File: config.mk
export PLATFORM = sky130hd
export DESIGN_NAME = sysctrl_hkspi_flat
export DESIGN_NICKNAME = d
export VERILOG_FILES = /design/src/rtl/sysctrl_hkspi_if.sv /design/src/rtl/sysctrl_hkspi.sv /design/src/flat_wrapper.sv
export SDC_FILE = /design/constraint.sdc
export NUM_CORES = 1
export LEC_CHECK = 0
export ABC_AREA = 1
export BUFFER_PORTS_ARGS = -buffer_cell sky130_fd_sc_hd__buf_4
export CAP_MARGIN = 15
export CORE_ASPECT_RATIO = 1.1
export CORE_MARGIN = 1
export CORE_UTILIZATION = 44
export CTS_BUF_LIST = sky130_fd_sc_hd__clkbuf_16
export DETAILED_ROUTE_END_ITERATION = 16
export HOLD_SLACK_MARGIN = 0.08
export SLEW_MARGIN = 20
export SYNTH_ARGS = -nofsm -noshare
export SYNTH_HDL_FRONTEND = slang
export SYNTH_SLANG_ARGS = --single-unit
export TNS_END_PERCENT = 1
File: constraint.sdc
create_clock -name clock -period 2.9 [get_ports clock]
set_input_delay 0.145 -clock clock [delete_from_list [all_inputs] [get_ports clock]]
set_output_delay 0.145 -clock clock [all_outputs]
set_load 0.05 [all_outputs]
File: src/rtl/sysctrl_hkspi_if.sv
// Serial pins of the housekeeping SPI port: the host drives csb/sck/sdi,
// and the slave returns sdo/sdo_oe.
interface sysctrl_hkspi_if;
    logic csb;
    logic sck;
    logic sdi;
    logic sdo;
    logic sdo_oe;

    modport master (output csb, sck, sdi, input sdo, sdo_oe);
    modport slave  (input csb, sck, sdi, output sdo, sdo_oe);
endinterface

File: src/rtl/sysctrl_hkspi.sv
// Housekeeping SPI slave (mode 0, oversampled by clock) with chip ID and PLL control registers.
// Define HKSPI_IRQ_EN to add the irq output and its read/write register at 0x0A.
module sysctrl_hkspi #(
    parameter logic [11:0] MFG_ID   = 12'h456,
    parameter logic [7:0]  PROD_ID  = 8'h10,
    parameter logic [31:0] MASK_REV = 32'h0
) (
    input  logic              clock,
    input  logic              reset,
    sysctrl_hkspi_if.slave    spi,
`ifdef HKSPI_IRQ_EN
    output logic              irq,
`endif
    output logic              pll_ena,
    output logic              pll_dco_ena,
    output logic              pll_bypass,
    output logic [25:0]       pll_trim,
    output logic [2:0]        pll_sel,
    output logic [2:0]        pll90_sel,
    output logic [4:0]        pll_div
);

    typedef enum logic [2:0] {IDLE, COMMAND, ADDRESS, DATA, IGNORE} state_t;

    state_t      state, next_state;
    logic [1:0]  csb_sync, sdi_sync;
    logic [2:0]  sck_sync;
    logic        csb_s, sdi_s, sck_rise, sck_fall;
    logic [2:0]  bit_cnt;
    logic [6:0]  shift_in;
    logic [7:0]  byte_val, addr, read_addr, read_data, rd_shift;
    logic        wr_mode, rd_mode, byte_done, load_read, write_strobe;
    logic        sdo_q, sdo_oe_c;

    // csb idles high, so its synchroniser resets high to avoid a false frame start
    always_ff @(posedge clock) begin
        if (reset) begin
            csb_sync <= 2'b11;
            sck_sync <= 3'b000;
            sdi_sync <= 2'b00;
        end else begin
            csb_sync <= {csb_sync[0], spi.csb};
            sck_sync <= {sck_sync[1:0], spi.sck};
            sdi_sync <= {sdi_sync[0], spi.sdi};
        end
    end

    assign csb_s    = csb_sync[1];
    assign sdi_s    = sdi_sync[1];
    assign sck_rise = sck_sync[1] & ~sck_sync[2];
    assign sck_fall = ~sck_sync[1] & sck_sync[2];

    always_ff @(posedge clock) begin
        if (reset) state <= IDLE;
        else       state <= next_state;
    end

    always_comb begin
        next_state   = state;
        byte_val     = {shift_in, sdi_s};
        byte_done    = 1'b0;
        load_read    = 1'b0;
        write_strobe = 1'b0;
        read_addr    = addr + 8'd1;
        sdo_oe_c     = 1'b0;
        if (csb_s) begin
            next_state = IDLE;
        end else begin
            case (state)
                IDLE:    next_state = COMMAND;
                COMMAND: if (sck_rise && bit_cnt == 3'd7) begin
                    byte_done = 1'b1;
                    if (byte_val == 8'h80 || byte_val == 8'h40 || byte_val == 8'hC0)
                        next_state = ADDRESS;
                    else
                        next_state = IGNORE;
                end
                ADDRESS: if (sck_rise && bit_cnt == 3'd7) begin
                    byte_done  = 1'b1;
                    load_read  = 1'b1;
                    read_addr  = byte_val;
                    next_state = DATA;
                end
                DATA: begin
                    sdo_oe_c = rd_mode;
                    if (sck_rise && bit_cnt == 3'd7) begin
                        byte_done    = 1'b1;
                        load_read    = 1'b1;
                        write_strobe = wr_mode;
                    end
                end
                IGNORE:  next_state = IGNORE;
                default: next_state = IDLE;
            endcase
        end
    end

    // The next byte's read data is fetched before this byte's write lands,
    // which gives read/write mode its read-before-write behaviour
    always_ff @(posedge clock) begin
        if (reset) begin
            bit_cnt  <= 3'd0;
            shift_in <= 7'd0;
            addr     <= 8'd0;
            wr_mode  <= 1'b0;
            rd_mode  <= 1'b0;
            rd_shift <= 8'd0;
            sdo_q    <= 1'b0;
        end else if (csb_s) begin
            bit_cnt <= 3'd0;
            sdo_q   <= 1'b0;
        end else begin
            if (sck_rise && state != IDLE) begin
                bit_cnt  <= bit_cnt + 3'd1;
                shift_in <= byte_val[6:0];
            end
            if (byte_done && state == COMMAND) begin
                wr_mode <= byte_val[7];
                rd_mode <= byte_val[6];
            end
            if (byte_done && state == ADDRESS) addr <= byte_val;
            if (byte_done && state == DATA)    addr <= addr + 8'd1;
            if (load_read) begin
                rd_shift <= read_data;
            end else if (sck_fall && state == DATA && rd_mode) begin
                sdo_q    <= rd_shift[7];
                rd_shift <= {rd_shift[6:0], 1'b0};
            end
        end
    end

    assign spi.sdo    = sdo_q;
    assign spi.sdo_oe = sdo_oe_c;

    always_comb begin
        read_data = 8'h00;
        case (read_addr)
            8'h01:   read_data = {4'b0, MFG_ID[11:8]};
            8'h02:   read_data = MFG_ID[7:0];
            8'h03:   read_data = PROD_ID;
            8'h04:   read_data = MASK_REV[31:24];
            8'h05:   read_data = MASK_REV[23:16];
            8'h06:   read_data = MASK_REV[15:8];
            8'h07:   read_data = MASK_REV[7:0];
            8'h08:   read_data = {6'b0, pll_dco_ena, pll_ena};
            8'h09:   read_data = {7'b0, pll_bypass};
`ifdef HKSPI_IRQ_EN
            8'h0A:   read_data = {7'b0, irq};
`endif
            8'h0D:   read_data = pll_trim[7:0];
            8'h0E:   read_data = pll_trim[15:8];
            8'h0F:   read_data = pll_trim[23:16];
            8'h10:   read_data = {6'b0, pll_trim[25:24]};
            8'h11:   read_data = {2'b0, pll90_sel, pll_sel};
            8'h12:   read_data = {3'b0, pll_div};
            default: read_data = 8'h00;
        endcase
    end

    always_ff @(posedge clock) begin
        if (reset) begin
            pll_ena     <= 1'b0;
            pll_dco_ena <= 1'b1;
            pll_bypass  <= 1'b1;
            pll_trim    <= 26'h3FFEFFF;
            pll_sel     <= 3'b010;
            pll90_sel   <= 3'b010;
            pll_div     <= 5'd4;
`ifdef HKSPI_IRQ_EN
            irq         <= 1'b0;
`endif
        end else if (write_strobe) begin
            case (addr)
                8'h08: {pll_dco_ena, pll_ena} <= byte_val[1:0];
                8'h09: pll_bypass             <= byte_val[0];
`ifdef HKSPI_IRQ_EN
                8'h0A: irq                    <= byte_val[0];
`endif
                8'h0D: pll_trim[7:0]          <= byte_val;
                8'h0E: pll_trim[15:8]         <= byte_val;
                8'h0F: pll_trim[23:16]        <= byte_val;
                8'h10: pll_trim[25:24]        <= byte_val[1:0];
                8'h11: {pll90_sel, pll_sel}   <= byte_val[5:0];
                8'h12: pll_div                <= byte_val[4:0];
                default: ;
            endcase
        end
    end

endmodule

File: src/flat_wrapper.sv
// flat-port wrapper written by rule: the top's interface ports become plain ports
module sysctrl_hkspi_flat 
#(
    parameter logic [11:0] MFG_ID   = 12'h456,
    parameter logic [7:0]  PROD_ID  = 8'h10,
    parameter logic [31:0] MASK_REV = 32'h0
)
  (clock, reset, pll_ena, pll_dco_ena, pll_bypass, pll_trim, pll_sel, pll90_sel, pll_div, spi_csb, spi_sck, spi_sdi, spi_sdo, spi_sdo_oe);
  sysctrl_hkspi_if spi_i ();
  input  logic clock;
  input  logic reset;
  output logic pll_ena;
  output logic pll_dco_ena;
  output logic pll_bypass;
  output logic [25:0] pll_trim;
  output logic [2:0] pll_sel;
  output logic [2:0] pll90_sel;
  output logic [4:0] pll_div;
  input wire logic [$bits(spi_i.csb)-1:0] spi_csb;
  input wire logic [$bits(spi_i.sck)-1:0] spi_sck;
  input wire logic [$bits(spi_i.sdi)-1:0] spi_sdi;
  output wire logic [$bits(spi_i.sdo)-1:0] spi_sdo;
  output wire logic [$bits(spi_i.sdo_oe)-1:0] spi_sdo_oe;
  assign spi_i.csb = spi_csb;
  assign spi_i.sck = spi_sck;
  assign spi_i.sdi = spi_sdi;
  assign spi_sdo = spi_i.sdo;
  assign spi_sdo_oe = spi_i.sdo_oe;
  sysctrl_hkspi #(.MFG_ID(MFG_ID), .PROD_ID(PROD_ID), .MASK_REV(MASK_REV)) u_core (.clock(clock), .reset(reset), .spi(spi_i), .pll_ena(pll_ena), .pll_dco_ena(pll_dco_ena), .pll_bypass(pll_bypass), .pll_trim(pll_trim), .pll_sel(pll_sel), .pll90_sel(pll90_sel), .pll_div(pll_div));
endmodule
Yosys cells after proc, flatten, opt, wreduce, memory -nomap -nowiden
Index checks and enable logic that the tools add are counted.

operators by class
  add/subtract/negate cells = 2
  mux-type cells = 22
  equal/unequal tests = 29
  reduce and logical (&&, ||, !) cells = 30
  bitwise operators = 7

operator list
  kind                                                                      count
  8-bit one-hot mux with 11 select lines                                    1
  8-bit by 4-bit equality test with 1-bit output (second input constant)    10
  8-bit 2-to-1 mux                                                          7
  8-bit by 5-bit equality test with 1-bit output (second input constant)    6
  2-bit AND reduction                                                       13
  8-bit by 2-bit equality test with 1-bit output (second input constant)    2
  8-bit equality test (second input constant)                               2
  3-bit one-hot mux with 5 select lines                                     1
  1-bit 2-to-1 mux                                                          10
  3-bit 2-to-1 mux                                                          3
  8-bit by 1-bit adder with 8-bit output (second input constant)            1
  8-bit by 1-bit equality test with 1-bit output (second input constant)    1
  8-bit by 7-bit equality test with 1-bit output (second input constant)    1
  1-bit logical AND                                                         7
  3-bit by 2-bit equality test with 1-bit output (second input constant)    2
  3-bit equality test (second input constant)                               2
  1-bit inverter                                                            5
  2-bit by 1-bit inequality test with 1-bit output (second input constant)  2
  2-bit nonzero test                                                        2
  2-bit OR reduction                                                        2
  3-bit by 1-bit adder with 3-bit output (second input constant)            1
  3-bit by 1-bit equality test with 1-bit output (second input constant)    1
  3-bit zero test                                                           1
  3-bit AND reduction                                                       1
  4 further kinds                                                           6

word-level totals
  logic and storage cells = 111
  register bits after elaboration = 79
  output and inout port bits = 42
  bits of input ports = 5

Longest topological paths before layout
  depth in word-level cells = 9
  mapped depth = 18
  gate-level depth less buffers = 17

Least setup slack after synthesis
Ideal clock, no wire load.

  kind = register to register
  start point = register u_core.bit_cnt[0]
  end point = register u_core.rd_shift[1]
  period minus slack after synthesis = 2.111 ns
  setup slack = 0.789 ns
  library setup time = 0.122 ns
  arrival = 1.989 ns
  path buffers = 1
  cell stages (with the launch flop) = 13
  required time = 2.778 ns
  path through = dfxtp_1 > ha_1 > ha_1 > nand3_2 > nor2_2 > buf_4 > nand2_2 > clkinv_2 > nor2_4 > a21oi_1 > inv_1 > a21oi_1 > a21oi_2

between the ends
  longest elaborated chain between the ends = 8
  elaborated cells on any way between the ends = 23
  those cells by class = eq/ne: 12; mux: 8; reduce/logical: 3

ends and longest elaborated chain
  element                                                                 line                                      text
  start, declared                                                         sysctrl_hkspi.sv:29                       logic [2:0] bit_cnt;
  start signal, assigned                                                  sysctrl_hkspi.sv:114                      bit_cnt <= bit_cnt + 3'd1;
  3-bit equality test (*)                                                 sysctrl_hkspi.sv:78, sysctrl_hkspi.sv:86
  1-bit logical AND (*)                                                   sysctrl_hkspi.sv:78, sysctrl_hkspi.sv:86
  8-bit 2-to-1 mux                                                        sysctrl_hkspi.sv:78                       ADDRESS: if (sck_rise && bit_cnt == 3'd7) begin
  8-bit 2-to-1 mux                                                        sysctrl_hkspi.sv:69                       case (state)
  8-bit 2-to-1 mux                                                        sysctrl_hkspi.sv:66                       if (csb_s) begin
  8-bit by 5-bit equality test with 1-bit output (tied with other cells)  sysctrl_hkspi.sv:137                      case (read_addr)
  8-bit one-hot mux with 11 select lines                                  sysctrl_hkspi.sv:137
  8-bit 2-to-1 mux                                                        sysctrl_hkspi.sv:123                      if (load_read) begin
  end signal, assigned                                                    sysctrl_hkspi.sv:124                      rd_shift <= read_data;
  end signal, assigned                                                    sysctrl_hkspi.sv:127                      rd_shift <= {rd_shift[6:0], 1'b0};
  end, declared                                                           sysctrl_hkspi.sv:31                       logic [7:0] byte_val, addr, read_addr, read_data, rd_shift;

Mark *: on every way between the ends. The rest lies on a longest branch, timed or not.
A chain may end at the register's enable or synchronous reset.

Final worst setup path
  start point = register u_core.bit_cnt[0]
  end point = register u_core.rd_shift[0]

The elaborated chain is that of the path after synthesis.

==> summary.md <==
| Metric | Value |
|---|---|
| Status | completed |
| Slowest stage delay, CP | 320 ps |
| Avg Cell Area, Syn | 7.53 sq um |
| Area grow syn2layout | 19.5% |
| Highest clock rate | 0.389 GHz |
| Most common cell in the netlist | nand2_1 |
| Worst ir drop on vdd | 0.000316 V |
| Port-buffer cells | 46 |
| Initial core utilization | 45.5% |
| Commonest cells post-synth | 121 x nand2_1, 79 x dfxtp_1, 51 x inv_1, 44 x nor2_1, 32 x o211ai_1 |
| Switching share of power | 22.5% |
| Setup violators final | 0 |
| Fin crit period | 2570 ps |
| DR WL/cell | 16.4 um |
| Largest net degree at the start of global routing | 26 |
| PwrDens | ~470 nW/um^2 |
| Final-report max-slew violation count | 0 |
| RSZ-0062 raised after global routing | no |
| Netlist cell types | 37 |
| Most common cell on crit path | nand2_1 |
| Leak | between 2 and 2.5 nW |
| IO Pins | 47 |
| Chip Width | 93.6 um |
| Ant. Diodes | 0 |
| Share of the synthesized area in the top cell type | 39.0% |
| GP Congestion | 0.893 |
| Crit path cell chain | ha_1 -> ha_1 -> nand3_2 -> nor2_2 -> nand2_2 -> inv_2 -> nand2_1 -> nand2_1 -> nor2_4 -> nand2_4 -> inv_4 -> nand2_1 -> o21ai_0 -> nor2_1 -> nand2_1 -> nand2_1 -> a21oi_1 |
| DRC | 0 |
| CP delay by family, top | simple AND/OR/NAND/NOR gates |
| Ys flop type | dfxtp_1 |
| #FFs+latches synth | 79 |
| Die Ht | 103 um |
| Setup CP Type | reg2reg |
| Hold Vio Cnt, Final | 0 |
| CTS Buf Count | 9 |
| CP Capture Type | flip-flop |
| 1st-iter DRT viols | 288 |
| Worst-path fanout max | 16 |
| Antenna-violating nets left | 0 |
| Final Skew | around 7.5 ps |
| Post-Syn Area | roughly 4000 sq um |
| Detailed Route WL | between 10 and 15 mm |
| Root Buffer | clkbuf_16 |
| First-pass GRT wire length | 18.4 mm |
| Max-cap viol count | 0 |
| Sequential area share after synthesis | 39.0% |
| Internal Pwr Total | between 0.0015 and 0.002 W |
| Worst Hold Margin | 175 ps |
| Cell taking the most area after synthesis | dfxtp_1 |
| Final nets | 601 |
| Syn_nets | 550 |
| Worst-Margin Slew | about 640 ps |
| DIE AREA | 9610 sq um |
| DRT Pass-1 Iters | 5 |
| Async S/R FF share, synth | 0% |
| Clock-pin transition on the worst setup and hold timing paths | around 60 ps |
| Power share of the clock group | 50.6% |
| Share of layout cells above drive strength 1 | 22.4% |
| Data arrival, critical path | 2840 ps |
| Max_slew headroom | 57.0% |
| Worst EP required | 3170 ps |
| Floorplan core area | about 8900 sq um |
| Synth area leaders | dfxtp_1 39%, nand2_1 11%, o211ai_1 5.9% |
| CTS Sinks | 79 |
| Startpoint types | flip-flop |
| Clk buf depth | 2 |
| Vias in the first global route | around 3,400 |
| EDFF count, synth | 0 |
| Mapped Cells | 539 |
| Vias per cell | 5.31 |
| Buf/Inv on CP | 2 |
| GR Overflow Total | 0 |
| Combinational fraction of design power | 1.8% |
| GRT Total Usage | 25.5% |
| Final setup TNS | 0 ps |
| Flop pwr share | around 48% |
| Tightest Hold Check Type | in2reg |
| Clk Latency, worst-skew pair | 330 ps |
| Post-DP HPWL | 8.75 mm |
| Fill count | about 900 |
| Final period util | approximately nine tenths |
| TritonCTS clock tree | done |
| Initial antenna violation count | 0 |
| Std-Cell Rows | 36 |
| Switch Pwr | about 0.00052 W |
| Yosys synthesis warning count | 0 |
| Via total after detailed routing | 3,766 |
| Critical path's slowest cell | dfxtp_1 |
| H-Tree Depth | 3 |
-- power by group through the flow --
stage / Clock (W) / Sequential (W) / Combinational, W
2_1_floorplan: 0 / 0.00112 / 0.0000222
3_3_place_gp: 0 / 0.00112 / 0.0000363
3_5_place_dp: 0 / 0.00112 / 0.0000370
4_1_cts: 0.00119 / 0.00109 / 0.0000403
5_1_grt: 0.00124 / 0.00109 / 0.0000436
6_report: 0.00116 / 0.00109 / 0.0000404
-- registers in the layout, indices dropped and copies added, names as in the netlist, 2 cells and up --
name              flops
u_core.rd_shift       8
u_core.sck_sync       3
u_core.state          3
u_core.pll_trim      26
u_core.csb_sync       2
u_core.bit_cnt        3
u_core.pll_div        5
u_core.shift_in       7
u_core.pll_sel        3
u_core.addr           8
u_core.sdi_sync       2
u_core.pll90_sel      3
-- kinds of logic after synthesis --
family	count (synthesis)	synth area share [%]
xor+xnor	3	0.648
flops	79	39.0
buf+inv	79	8.02
compound gates	109	17.4
fa+ha+maj	6	1.85
simple gates	263	33.1
-- timing repair --
action,4_1_cts,5_1_grt
hold buffers,3,0
endpoints found under the hold margin,3,0
resized for setup,0,1
endpoints found under the setup margin,0,4
buffers inserted,0,0
-- area by class of cell --
| type | instances | area (sq um) | area share [%] |
|---|---|---|---|
| clock inverters | 7 | 77.6 | 1.60 |
| clock buffers | 9 | 225 | 4.64 |
| well taps | 114 | 143 | 2.94 |
| multi-input cells | 381 | 2150 | 44.4 |
| inverters | 63 | 240 | 4.95 |
| flip-flops and latches | 79 | 1580 | 32.6 |
| repair buffers | 56 | 428 | 8.82 |
-- final timing paths --
| kind | startpoint | end | slack, ps | cells past startpoint |
|---|---|---|---|---|
| hold reg to reg | u_core.sdi_sync[0] | u_core.sdi_sync[1] | 400 | 2 |
| setup / recovery | u_core.bit_cnt[0] | u_core.rd_shift[0] | 330 | 17 |
| setup reg to reg | u_core.bit_cnt[0] | u_core.rd_shift[0] | 330 | 17 |
| hold / removal | reset | u_core.sdi_sync[1] | 180 | 2 |
-- metrics by stage --
| stage | power (W) | util [%] | instances | area [sq um] | worst slack [ps] |
|---|---|---|---|---|---|
| floorplan | 0.00114 | - | 539 | 4060 | 789 |
| global placement | 0.00115 | 50.6 | 690 | 4510 | 275 |
| detailed placement | 0.00116 | 50.6 | 690 | 4510 | 254 |
| CTS | 0.00233 | 54.3 | 709 | 4850 | 244 |
| global route | 0.00237 | 54.4 | 709 | 4850 | 39.8 |
| finish | 0.00230 | 54.4 | 709 | 4850 | 328 |
-- layer usage --
metal	GRT usage, %	up-vias	wire length [um]
li1	-	1918	-
met1	34.9	1717	5560
met2	41.1	119	5370
met3	5.60	12	589
met4	5.44	0	123
met5	0	-	0
-- cells in the final DEF (no fill, tap or decap), types with 8 or more instances in the layout --
cell type	n
nand2_1	121
dfxtp_1	79
buf_4	53
inv_1	51
nor2_1	44
o211ai_1	32
nand3_1	31
o21ai_0	27
a21oi_1	24
nand2_2	16
nand4_1	10
clkbuf_16	9
a21oi_2	8
a211oi_1	8
No activity file was read; power rests on OpenSTA's default activity.
